## config.mk

```make
export PLATFORM = sky130hd
export DESIGN_NAME = apb_master_ctrl
export DESIGN_NICKNAME = d
export VERILOG_FILES = /design/src/rtl/icb2apb_pkg.sv /design/src/rtl/apb_watchdog.sv /design/src/rtl/apb_master_ctrl.sv
export SDC_FILE = /design/constraint.sdc
export NUM_CORES = 1
export LEC_CHECK = 0
export BUFFER_PORTS_ARGS = -buffer_cell sky130_fd_sc_hd__buf_2
export CORE_MARGIN = 2
export CORE_UTILIZATION = 46
export CTS_CLUSTER_DIAMETER = 150
export DETAILED_ROUTE_END_ITERATION = 8
export PLACE_DENSITY = 0.8
export SYNTH_ARGS = -nofsm -noshare
export SYNTH_HDL_FRONTEND = slang
export SYNTH_SLANG_ARGS = --single-unit
```

## constraint.sdc

```tcl
create_clock -name pclk -period 1.6 [get_ports pclk]
set_input_delay 0.08 -clock pclk [delete_from_list [all_inputs] [get_ports pclk]]
set_output_delay 0.08 -clock pclk [all_outputs]
set_load 0.005 [all_outputs]
```

## src/rtl/icb2apb_pkg.sv

```systemverilog
// icb2apb_pkg: shared widths, command/response field positions and APB sequencer states
package icb2apb_pkg;
  localparam int APB_ADDR_W    = 32;
  localparam int APB_DATA_W    = 32;
  localparam int APB_STRB_W    = APB_DATA_W / 8;
  localparam int CMD_W         = 1 + APB_STRB_W + APB_ADDR_W + APB_DATA_W;
  localparam int RSP_W         = APB_DATA_W + 1;
  localparam int CMD_WDATA_LSB = 0;
  localparam int CMD_ADDR_LSB  = CMD_WDATA_LSB + APB_DATA_W;
  localparam int CMD_STRB_LSB  = CMD_ADDR_LSB + APB_ADDR_W;
  localparam int CMD_WRITE_BIT = CMD_STRB_LSB + APB_STRB_W;
  localparam int RSP_ERR_BIT   = APB_DATA_W;
  typedef enum logic [2:0] {ST_IDLE, ST_FETCH, ST_SETUP, ST_ACCESS, ST_RESP} apb_state_e;
endpackage

```

## src/rtl/apb_watchdog.sv

```systemverilog
// apb_watchdog: counts stalled ACCESS cycles and flags the last one allowed
module apb_watchdog #(
  parameter int TIMEOUT = 16
) (
  input  logic clk,
  input  logic rst,
  input  logic clr,
  input  logic en,
  output logic expire
);
  localparam int CW = $clog2(TIMEOUT);
  logic [CW-1:0] cnt_q, cnt_d;
  always_comb cnt_d = clr ? '0 : en ? cnt_q + CW'(1) : cnt_q;
  always_ff @(posedge clk) begin
    if (rst) cnt_q <= '0;
    else     cnt_q <= cnt_d;
  end
  assign expire = cnt_q == CW'(TIMEOUT - 1);
endmodule

```

## src/rtl/apb_master_ctrl.sv

```systemverilog
// apb_master_ctrl: pops one command per APB transfer, runs SETUP/ACCESS, pushes {err, rdata}
module apb_master_ctrl
  import icb2apb_pkg::*;
#(
  parameter int ADDR_WIDTH = APB_ADDR_W,
  parameter int DATA_WIDTH = APB_DATA_W,
  parameter int CMD_WIDTH  = 1 + DATA_WIDTH / 8 + ADDR_WIDTH + DATA_WIDTH,
  parameter int RSP_WIDTH  = DATA_WIDTH + 1,
  parameter int TIMEOUT    = 16
) (
  input  logic                    pclk,
  input  logic                    prst,
  input  logic                    cmd_empty,
  output logic                    cmd_ren,
  input  logic [CMD_WIDTH-1:0]    cmd_data,
  input  logic                    rsp_full,
  output logic                    rsp_wen,
  output logic [RSP_WIDTH-1:0]    rsp_data,
  output logic                    psel,
  output logic                    penable,
  output logic                    pwrite,
  output logic [ADDR_WIDTH-1:0]   paddr,
  output logic [DATA_WIDTH-1:0]   pwdata,
  output logic [DATA_WIDTH/8-1:0] pstrb,
  input  logic [DATA_WIDTH-1:0]   prdata,
  input  logic                    pready,
  input  logic                    pslverr
);
  apb_state_e           state_q, state_d;
  logic [CMD_WIDTH-1:0] cmd_q, cmd_d;
  logic [RSP_WIDTH-1:0] rsp_q, rsp_d;
  logic                 wd_expire;
  logic                 cmd_write;
  assign cmd_write = cmd_q[CMD_WRITE_BIT];
  apb_watchdog #(.TIMEOUT(TIMEOUT)) u_wd (
    .clk   (pclk),
    .rst   (prst),
    .clr   (state_q == ST_SETUP),
    .en    (state_q == ST_ACCESS && !pready),
    .expire(wd_expire)
  );
  always_comb begin
    state_d = state_q;
    cmd_d   = cmd_q;
    rsp_d   = rsp_q;
    case (state_q)
      ST_IDLE:  state_d = cmd_empty ? ST_IDLE : ST_FETCH;
      ST_FETCH: begin
        cmd_d   = cmd_data;
        state_d = ST_SETUP;
      end
      ST_SETUP: state_d = ST_ACCESS;
      ST_ACCESS: if (pready || wd_expire) begin
        // a late pready on the expiring cycle still completes normally
        rsp_d[RSP_ERR_BIT]      = pready ? pslverr : 1'b1;
        rsp_d[DATA_WIDTH-1:0]   = (pready && !cmd_write) ? prdata : '0;
        state_d                 = ST_RESP;
      end
      ST_RESP:  state_d = rsp_full ? ST_RESP : ST_IDLE;
      default:  state_d = ST_IDLE;
    endcase
  end
  always_ff @(posedge pclk) begin
    if (prst) begin
      state_q <= ST_IDLE;
      cmd_q   <= '0;
      rsp_q   <= '0;
    end else begin
      state_q <= state_d;
      cmd_q   <= cmd_d;
      rsp_q   <= rsp_d;
    end
  end
  assign cmd_ren  = state_q == ST_IDLE && !cmd_empty;
  assign psel     = state_q == ST_SETUP || state_q == ST_ACCESS;
  assign penable  = state_q == ST_ACCESS;
  assign pwrite   = cmd_write;
  assign paddr    = cmd_q[CMD_ADDR_LSB +: ADDR_WIDTH];
  assign pwdata   = cmd_q[CMD_WDATA_LSB +: DATA_WIDTH];
  assign pstrb    = cmd_write ? cmd_q[CMD_STRB_LSB +: DATA_WIDTH/8] : '0;
  assign rsp_wen  = state_q == ST_RESP && !rsp_full;
  assign rsp_data = rsp_q;
endmodule

```

==> qor.txt <==
H-Tree Depth: 3
row cnt: 35
achievable clock frequency: 667.4 MHz
P&R area growth vs syn: 45.88%
clock slew at the register clock pins of the worst setup and hold paths: 0.12 ns
LEAKAGE: 0.002914 uW
Max-Cap Viols: 0
RSZ-0062 raised after global routing: false
worst min path class: in -> reg
Final Wtd Congestion: 0.7417
Synth Register Bits: 109
ys async rst share: 0%
CP Launch Type: register
port buffer count: 212
clock latency at the later pin of the worst-skew pair: 0.38 ns
Register-to-Register Path Depth: 4
vias in the first global route: 4235
drt drc: 0
Netlist Area Pre-Place: 0.004257 sq mm
post-detailed-route count of antenna-violating nets: 0
Req. time, crit path: 1.84 ns
CP top delay family: simple AND/OR/NAND/NOR gates
Num Clock Sinks: 109
Slowest cell on crit path: or3b_2
initial antenna violation count: 0
worst-path maximum fanout: 50
Vias: 4183
largest net degree at the start of global routing: 51
# hold bufs at CTS: 104
main combinational cell family by area after synthesis: simple AND/OR/NAND/NOR gates
first-pass GRT wire length: 19140 um
sequential element share of the synthesized area: 51.26%
WS Path Type: reg -> reg
drt pass-1 iters: 4
Die H: 100.2 um
compound-cell area share of the yosys netlist: 16.23%
Final HPWL DP: 6976 um
Final setup violation count: 0
ANT cells: 0
simple-gate share of the synthesized area: 17.08%
GRT Total Usage: 24.02%
Layout Cells excl Fill: 846
Buf/Inv on CP: 1
endpoint type of the worst setup path: register
CP Cell Sequence: or3b_2, buf_12, nand2_1, a21oi_1
final WL: 12320 um
Least-Margin Pin Slew: 0.3933 ns
syn nets: 595
Worst path depth: 4
adder-cell share of the synthesized area: 0.2939%
biggest cell delay along the critical path: 0.53 ns
post-CTS repair timing setup buffer count: 0
Mapped Cells: 487
Tmin final: 1.498 ns
placed instance count: 726
CTS tree: yes
Avg Synthesized Cell Area: 8.740 sq um
# IOs: 213
TNS Setup: 0 ns
Pwr Density: 930.9 mW/mm^2
Post-synth EDFFs: 0
Yosys cell types: 30
share of layout cells above drive strength 1: 33.47%
Final Hold Viols: 0
relative slew slack: 73.78%
grt ovf: 0
Slew Limit Fails: 0
final worst path period share: 93.65%
nets@finish: 838
DIE WIDTH: 100.2 um
DR iter-0 viols: 94
Core ar.: 0.009109 sq mm
hold depth: 3
post_cts resized: 0
XOR/XNOR Fraction of Synth Area: 0.2058%
worst vdd ir: 0.6438 mV
Initial Utilization: 46.73%
CTS max path bufs: 2
Num CTS Buffers: 9
skew final: 0.02063 ns
Yosys warnings: 0
Via-to-Cell Ratio: 4.944
Root Buffer: clkbuf_8
outcome: completed
WL per Instance: 14.57 um
crit path DAT: 1.74 ns
DIE AREA: 0.01004 sq mm
mux share of post-synthesis cell area: 0%
Main synth FF type: dfxtp_1
worst paths after layout:
path | from | end | slack, ns
setup / recovery | state_q[1] | cmd_q[61] | 0.10
hold / removal | pready | rsp_data[32] | 0.17
setup reg to reg | state_q[1] | cmd_q[61] | 0.10
hold reg to reg | cmd_q[15] | cmd_q[15] | 0.46
metrics by stage:
step                instance area (sq um)  worst slack, ns  utilization (%)  hold slack [ns]  power [uW]
floorplan                            4257           0.1534                -           0.1911        3705
global placement                     4967           0.2010            54.53           0.2881        3920
detailed placement                   4967           0.1585            54.53           0.2962        3957
CTS                                  6210           0.1303            68.17           0.1055        5804
global route                         6210          0.02377            68.17           0.1670        6084
finish                               6210           0.1015            68.17           0.1729        5781
registers in the layout, summed over array words and instances, names as in the netlist:
register,flops
u_wd.cnt_q,4
rsp_data,33
state_q,3
cmd_q,69
report_power, final:
part	leakage [uW]	switching [uW]	internal (uW)
Sequential	0.000885	104	2900
Clock	0.0000979	1040	618
Combinational	0.00193	551	571
kinds of logic (layout without fill, tap and decap cells):
| group | Yosys count | count (layout) |
|---|---|---|
| adder cells (fa/ha/maj) | 1 | 1 |
| flip-flops | 109 | 109 |
| buffers and inverters | 97 | 345 |
| AND/OR/NAND/NOR | 167 | 167 |
| XOR/XNOR | 1 | 1 |
| AO/OA/AOI/OAI | 112 | 112 |
routing by layer:
layer / track usage (%) / wire length [um]
met1: 25.59 / 4751
met3: 5.084 / 789
met4: 14.75 / 560
met2: 43.16 / 6222
met5: 0 / 0
cell type report:
cell class | instances | area [sq um]
clock buffers | 9 | 123.9
well taps | 111 | 138.9
flip-flops and latches | 109 | 2182
repair buffers | 326 | 2227
clock inverters | 7 | 77.57
inverters | 3 | 11.26
multi-input cells | 281 | 1449
fillers | 692 | 2899
worst reg2reg max path: stages (launching register included):
cell and delay, ns:
dfxtp_1 0.42, or3b_2 0.53, buf_12 0.21, nand2_1 0.13
a21oi_1 0.08
cell usage after synthesis, types with 2 or more instances:
| master | count | area (sq um) |
|---|---|---|
| nand2_1 | 143 | 536.8 |
| dfxtp_1 | 109 | 2182 |
| a21oi_1 | 74 | 370.4 |
| buf_4 | 65 | 488.0 |
| a22o_1 | 32 | 280.3 |
| buf_2 | 16 | 80.08 |
| clkbuf_1 | 12 | 45.04 |
| and2_1 | 4 | 25.02 |
| nor2_1 | 4 | 15.01 |
| nand3_1 | 3 | 15.01 |
| a31oi_1 | 2 | 12.51 |
| inv_1 | 2 | 7.510 |
| o21ai_0 | 2 | 10.01 |
| or3_1 | 2 | 12.51 |
| or3b_1 | 2 | 17.52 |
cell usage in the layout, fill, tap and decap left out, drive strengths merged:
cell type / instances
buf: 222
nand2: 143
dfxtp: 109
dlygate4sd3: 104
a21oi: 74
a22o: 32
clkbuf: 9
inv: 6
nor2: 4
and2: 4
nand3: 3
clkinv: 3
o21ai: 2
or3: 2
a31oi: 2
nor3b: 2
or3b: 2
nand3b: 1
nor2b: 1
a31o: 1
nor4b: 1
nand4bb: 1
nand2b: 1
and4bb: 1
xnor2: 1
a221oi: 1
nor3: 1
ha: 1
clkinvlp: 1
(Power assumes the default switching activity.)
